### config.mk
export PLATFORM = sky130hd
export DESIGN_NAME = pfxsum_ctrl
export DESIGN_NICKNAME = d
export VERILOG_FILES = /design/src/rtl/pfxsum_ctrl.sv
export SDC_FILE = /design/constraint.sdc
export NUM_CORES = 1
export LEC_CHECK = 0
export CAP_MARGIN = 20
export CORE_MARGIN = 3
export CORE_UTILIZATION = 40
export DETAILED_ROUTE_END_ITERATION = 8
export GPL_ROUTABILITY_DRIVEN = 0
export PLACE_DENSITY_LB_ADDON = 0.2
export SETUP_SLACK_MARGIN = 0.4
export SLEW_MARGIN = 20
export SYNTH_ARGS = -nofsm -noshare
export SYNTH_HDL_FRONTEND = slang
export SYNTH_SLANG_ARGS = --single-unit
### constraint.sdc
create_clock -name clk -period 14.6 [get_ports clk]
set_input_delay 2.92 -clock clk [delete_from_list [all_inputs] [get_ports clk]]
set_output_delay 2.92 -clock clk [all_outputs]
set_load 0.01 [all_outputs]
### src/rtl/pfxsum_ctrl.sv
// Prefix-sum job controller: streams V_LEN-element vectors from source memory into an
// external prefix-sum unit and writes each result vector back to destination memory.
module pfxsum_ctrl #(
  parameter int IWIDTH  = 8,
  parameter int V_LEN   = 8,
  parameter int AWIDTH  = 8,
  parameter int TIMEOUT = 255
) (
  input  logic                     clk,
  input  logic                     rst,
  input  logic                     start,
  input  logic [AWIDTH-1:0]        src_addr,
  input  logic [AWIDTH-1:0]        dst_addr,
  input  logic [AWIDTH-1:0]        num_vec,
  output logic                     busy,
  output logic                     done,
  output logic                     err,
  output logic                     rd_en,
  output logic [AWIDTH-1:0]        rd_addr,
  input  logic [IWIDTH-1:0]        rd_data,
  output logic                     wr_en,
  output logic [AWIDTH-1:0]        wr_addr,
  output logic [IWIDTH-1:0]        wr_data,
  output logic                     pfx_valid_in,
  output logic [IWIDTH*V_LEN-1:0]  pfx_ivec,
  input  logic                     pfx_valid_out,
  input  logic [IWIDTH*V_LEN-1:0]  pfx_ovec
);

  localparam int IDXW = (V_LEN > 1) ? $clog2(V_LEN) : 1;
  localparam int TOW  = $clog2(TIMEOUT + 1);

  typedef enum logic [2:0] {
    IDLE, LOAD, DRAIN, ISSUE, WAIT, STORE, DONE
  } state_t;

  state_t                    r_state;
  state_t                    w_next;
  logic [AWIDTH-1:0]         r_rdPtr;
  logic [AWIDTH-1:0]         r_wrPtr;
  logic [AWIDTH-1:0]         r_numVec;
  logic [AWIDTH-1:0]         r_vecCnt;
  logic [IDXW-1:0]           r_idx;
  logic [IDXW-1:0]           r_capIdx;
  logic                      r_capValid;
  logic [TOW-1:0]            r_toCnt;
  logic                      r_err;
  logic [IWIDTH*V_LEN-1:0]   r_lanes;
  logic [IWIDTH*V_LEN-1:0]   r_result;
  logic                      w_lastIdx;
  logic                      w_lastVec;
  logic                      w_timeout;
  logic [AWIDTH-1:0]         w_vecNext;

  assign w_lastIdx = (r_idx == IDXW'(V_LEN - 1));
  assign w_vecNext = r_vecCnt + AWIDTH'(1);
  assign w_lastVec = (w_vecNext == r_numVec);
  assign w_timeout = (r_toCnt == TOW'(TIMEOUT - 1));
  assign err       = r_err;
  assign pfx_ivec  = r_lanes;

  always_ff @(posedge clk or posedge rst) begin
    if (rst) r_state <= IDLE;
    else     r_state <= w_next;
  end

  // Strobes and addresses are decoded from state so reset silences them immediately.
  always_comb begin
    w_next       = r_state;
    busy         = 1'b1;
    done         = 1'b0;
    rd_en        = 1'b0;
    rd_addr      = '0;
    wr_en        = 1'b0;
    wr_addr      = '0;
    wr_data      = '0;
    pfx_valid_in = 1'b0;
    case (r_state)
      IDLE: begin
        busy = 1'b0;
        if (start) w_next = (num_vec == '0) ? DONE : LOAD;
      end
      LOAD: begin
        rd_en   = 1'b1;
        rd_addr = r_rdPtr;
        if (w_lastIdx) w_next = DRAIN;
      end
      DRAIN: w_next = ISSUE;
      ISSUE: begin
        pfx_valid_in = 1'b1;
        w_next       = WAIT;
      end
      WAIT: begin
        if (pfx_valid_out)  w_next = STORE;
        else if (w_timeout) w_next = DONE;
      end
      STORE: begin
        wr_en   = 1'b1;
        wr_addr = r_wrPtr;
        wr_data = r_result[int'(r_idx)*IWIDTH +: IWIDTH];
        if (w_lastIdx) w_next = w_lastVec ? DONE : LOAD;
      end
      DONE: begin
        done   = 1'b1;
        w_next = IDLE;
      end
      default: w_next = IDLE;
    endcase
  end

  // Read data lands one cycle after its strobe, so capture lags the read index by one.
  // The pointers run continuously across vectors, giving base + v*V_LEN + i without a multiply.
  always_ff @(posedge clk or posedge rst) begin
    if (rst) begin
      r_rdPtr    <= '0;
      r_wrPtr    <= '0;
      r_numVec   <= '0;
      r_vecCnt   <= '0;
      r_idx      <= '0;
      r_capIdx   <= '0;
      r_capValid <= 1'b0;
      r_toCnt    <= '0;
      r_err      <= 1'b0;
      r_lanes    <= '0;
      r_result   <= '0;
    end else begin
      r_capValid <= (r_state == LOAD);
      r_capIdx   <= r_idx;
      if (r_capValid) r_lanes[int'(r_capIdx)*IWIDTH +: IWIDTH] <= rd_data;
      case (r_state)
        IDLE: begin
          if (start) begin
            r_rdPtr  <= src_addr;
            r_wrPtr  <= dst_addr;
            r_numVec <= num_vec;
            r_vecCnt <= '0;
            r_idx    <= '0;
            r_err    <= 1'b0;
          end
        end
        LOAD: begin
          r_rdPtr <= r_rdPtr + AWIDTH'(1);
          r_idx   <= w_lastIdx ? '0 : r_idx + IDXW'(1);
        end
        ISSUE: r_toCnt <= '0;
        WAIT: begin
          if (pfx_valid_out)  r_result <= pfx_ovec;
          else if (w_timeout) r_err    <= 1'b1;
          else                r_toCnt  <= r_toCnt + TOW'(1);
        end
        STORE: begin
          r_wrPtr <= r_wrPtr + AWIDTH'(1);
          r_idx   <= w_lastIdx ? '0 : r_idx + IDXW'(1);
          if (w_lastIdx) r_vecCnt <= w_vecNext;
        end
        default: ;
      endcase
    end
  end

endmodule

==> metrics.cfg <==
[worst_setup_path]
cp_num_buf_inv=3
timing.critical_path.arrival_ps=3120
setup.worst_path.start=r_state[0]
critical_path.reg2reg.startpoint=r_capIdx[0]
critPathTopFamily=simple AND/OR/NAND/NOR gates
worstPathCellList=nor2b_1, nand2_2, clkinv_1, nand2_1, inv_1, clkdlybuf4s50_1
timing.critical_path.slowest_stage_cell=sky130_fd_sc_hd__dfrtp_1
cpPeakStageDelay_ps=720
timing.critical_path.from_type=flip-flop
critical_setup_path_class=flip-flop to primary output
worst_path_max_fanout=28
worst-endpoint-required_ps=11680
critical_path.endpoint_type=primary output

[place]
detailed_place.area_mm2=0.01059
place.detailed.instances=1196
detailedPlacementHpwl_um=14990
port_buffers=193

[global_routing]
grt.total_usage_pct=18.74
grt_start_max_net_pins=73
grt_antenna_before_repair=1
grt_pass1_vias=6180
global_route_wire_length_before_repair_um=33530
grt.overflow.total=0

[routing]
drt-wirelength-per-cell_um=17.30
dr.pass1.iters=4
via_count=6343
totalWireLength_um=21250
antenna_left=0
first_iter_violations=341
drcViolationCount=0
vias_per_cell=5.165

[outcome]
outcome=complete, no violations

[clock_tree]
clock_tree_root=sky130_fd_sc_hd__clkbuf_16
clock_latency_of_the_later_clocked_register_in_the_worst_skew_pair_ps=430
post_cts_resized=0
clock_tree_from_tritoncts=built
cts_sinks=179
cts_setup_buffers=0
numCtsBuffers=17
clock_tree.buffer_depth=2
clk_transition_reported_paths_ps=70
cts_hold_buf=0
cts.htree.levels=4

[logic_synthesis]
seq_area_frac_synth_pct=52.74
mapped_cell_area_mm2=0.008493
synth-main-ff-cell=sky130_fd_sc_hd__dfrtp_1
postSynthNetCount=876
unique_cell_type_count_in_the_yosys_netlist=65
synth.yosys.warnings=0
syn_avg_cell_area_um2=11.07
async_reset_ff_share_pct=100.0
ys_seq_elements=179
synthesis.instances=767
synth_edf_count=0

[floorplan]
floorplan.core_area_mm2=0.02056
die_x_um=151.7
die_area_mm2=0.02302
io_pins=194
starting_utilization_of_the_core_area_pct=41.31
dieHeight_um=151.7
standard_cell_row_count=52

[sta]
final-max-slew-violation-count=0
timing.slew.headroom_pct=36.38
period_share_pct=41.36
finClkSkew_ps=11.92
setup-violations-final=0
timing.fmax_ghz=0.1656
tightest_slew_ps=954.3
rsz0062_at_grt=false
timing.final.hold_violations=0
final.min_clock_period_ps=6038
setup-tns-final_ps=0

[finish]
multiInputGateArea_mm2=0.003694
nets=1054
diodes_inserted=0
area_growth_syn_to_layout_pct=31.70
layout.cells.non_filler=1228
final_util_pct=54.41
area.sequential_mm2=0.004479
layout.cell_area.non_filler_mm2=0.01119
share_of_cells_above_drive_strength_1_pct=16.49
layout.filler_cells=1830

[power]
power_per_cell_area_mw_per_mm2=221.8
clock_power_share_pct=18.5
static-leakage-power_nw=4.735
power.ir.vdd_worst_mv=0.1185
sequential_cell_fraction_of_total_power_pct=36.9
power.share.switching_pct=36.41
total_switching_power_mw=0.9032
comb_power_share_pct=44.5
cell_internal_pwr_mw=1.577

[worst_hold_path]
holdCritStartpoint=r_idx[0]
min_path_type=flip-flop to flip-flop

[job]
maxCapViolCount=0

layout make-up:
cell class | instances | area share, %
Timing Repair Buffer | 200 | 17.74
Clock inverter | 15 | 1.488
Inverter | 25 | 0.8837
Multi-Input combinational cell | 522 | 33.02
Clock buffer | 17 | 3.803
Tap cell | 270 | 3.020
Sequential cell | 179 | 40.04
logic make-up (layout without fill, tap and decap cells):
kind of cell / count (synthesis) / after routing / synth area share [%]
simple gates: 274 / 274 / 15.57
flops: 179 / 179 / 52.74
compound gates: 115 / 115 / 8.515
mux: 111 / 111 / 16.66
buf+inv: 66 / 257 / 3.845
xor+xnor: 13 / 13 / 1.341
fa+ha+maj: 9 / 9 / 1.326
cell usage after synthesis (all sizes together) (2+ instances only):
cell type	n	area, um2
clkbuf	21	88.83
a31oi	2	12.51
o221a	2	22.52
mux2i	12	120.1
nor4b	4	50.05
buf	19	131.4
mux2	83	934.7
nand3b	3	22.52
a221oi	3	32.53
or3	6	42.54
o31ai	3	22.52
nor2b	2	12.51
o31a	2	18.77
nor3b	4	30.03
a21oi	24	120.1
xnor2	5	43.79
or2	2	12.51
inv	24	90.09
dfrtp	179	4479
o311ai	2	25.03
ha	9	112.6
nand3	36	192.7
nor3	12	65.06
mux4	16	360.4
o22ai	5	31.28
xor2	8	70.07
o21ai	54	270.3
or4	3	22.52
a211oi	8	60.06
nor2	39	146.4
nand2	123	464.2
nand4	7	43.79
and3	13	82.58
and2	9	57.56
nand2b	8	50.05
per-layer routing:
metal / track usage (%) / share of wire [%]
met1: 25.79 / 46
met2: 27.64 / 45
met3: 6.990 / 7.4
met4: 5.885 / 2.3
met5: 0 / 0.061
power by group through the flow:
stage	Sequential [mW]	Clock (mW)	Combinational, mW
floorplan	0.887	0	0.682
global placement	0.921	0	1.10
detailed placement	0.925	0	1.12
CTS	0.917	0.470	1.12
global route	0.950	0.491	1.21
finish	0.916	0.460	1.10
worst register-to-register path: stages (launching register included):
cell	delay, ps
sky130_fd_sc_hd__dfrtp_1	480
sky130_fd_sc_hd__inv_1	140
sky130_fd_sc_hd__ha_1	220
sky130_fd_sc_hd__ha_1	520
sky130_fd_sc_hd__nand2_1	300
sky130_fd_sc_hd__nor3_1	790
sky130_fd_sc_hd__nand2_1	100
sky130_fd_sc_hd__o21ai_0	200
registers in the layout (all words and copies together), names as in the netlist:
name,cells
r_state,3
r_idx,3
r_numVec,8
r_rdPtr,8
r_toCnt,8
r_vecCnt,8
r_result,64
r_capValid,1
pfx_ivec,64
err,1
r_wrPtr,8
r_capIdx,3
metrics by stage:
step                      worst slack [ps]  hold slack (ps)  power (mW)
after floorplan                       6821            374.9       1.570
final                                 8562            389.4       2.481
after CTS                             8529            389.6       2.506
after global routing                  8238            392.0       2.655
after detailed placement              8977            367.6       2.040
after global placement                9100            362.1       2.023
layout by cell type, fill, tap and decap left out, types with 3 or more instances in the layout:
cell type	instances
sky130_fd_sc_hd__inv_6	6
sky130_fd_sc_hd__o31ai_1	3
sky130_fd_sc_hd__o21ai_0	54
sky130_fd_sc_hd__nand2b_1	8
sky130_fd_sc_hd__nor3_1	11
sky130_fd_sc_hd__clkdlybuf4s50_1	193
sky130_fd_sc_hd__a211oi_1	8
sky130_fd_sc_hd__and3_1	12
sky130_fd_sc_hd__o22ai_1	5
sky130_fd_sc_hd__xnor2_1	5
sky130_fd_sc_hd__and2_1	8
sky130_fd_sc_hd__nand2_1	122
sky130_fd_sc_hd__nor4b_1	3
sky130_fd_sc_hd__nand3_1	35
sky130_fd_sc_hd__mux4_2	16
sky130_fd_sc_hd__clkbuf_16	17
sky130_fd_sc_hd__ha_1	9
sky130_fd_sc_hd__a21oi_1	24
sky130_fd_sc_hd__buf_4	7
sky130_fd_sc_hd__inv_1	23
sky130_fd_sc_hd__dfrtp_1	179
sky130_fd_sc_hd__xor2_1	8
sky130_fd_sc_hd__nand4_1	7
sky130_fd_sc_hd__mux2_2	83
sky130_fd_sc_hd__or4_1	3
sky130_fd_sc_hd__nor3b_1	4
sky130_fd_sc_hd__nor2_1	39
sky130_fd_sc_hd__or3_1	5
sky130_fd_sc_hd__mux2i_1	12
sky130_fd_sc_hd__nand3b_1	3
path summary, 6_finish.rpt:
| kind | cells after the start | to | slack (ps) |
|---|---|---|---|
| worst max-delay path | 6 | wr_addr[5] | 8560 |
| worst min-delay path | 0 | r_capIdx[0] | 390 |
| worst max register to register | 7 | pfx_ivec[23] | 11770 |
| worst min register to register | 0 | r_capIdx[0] | 390 |
| max in group asynchronous | 3 | err | 10360 |
| min in group asynchronous | 2 | pfx_ivec[0] | 2970 |
No activity file was read; power rests on OpenSTA's default activity.
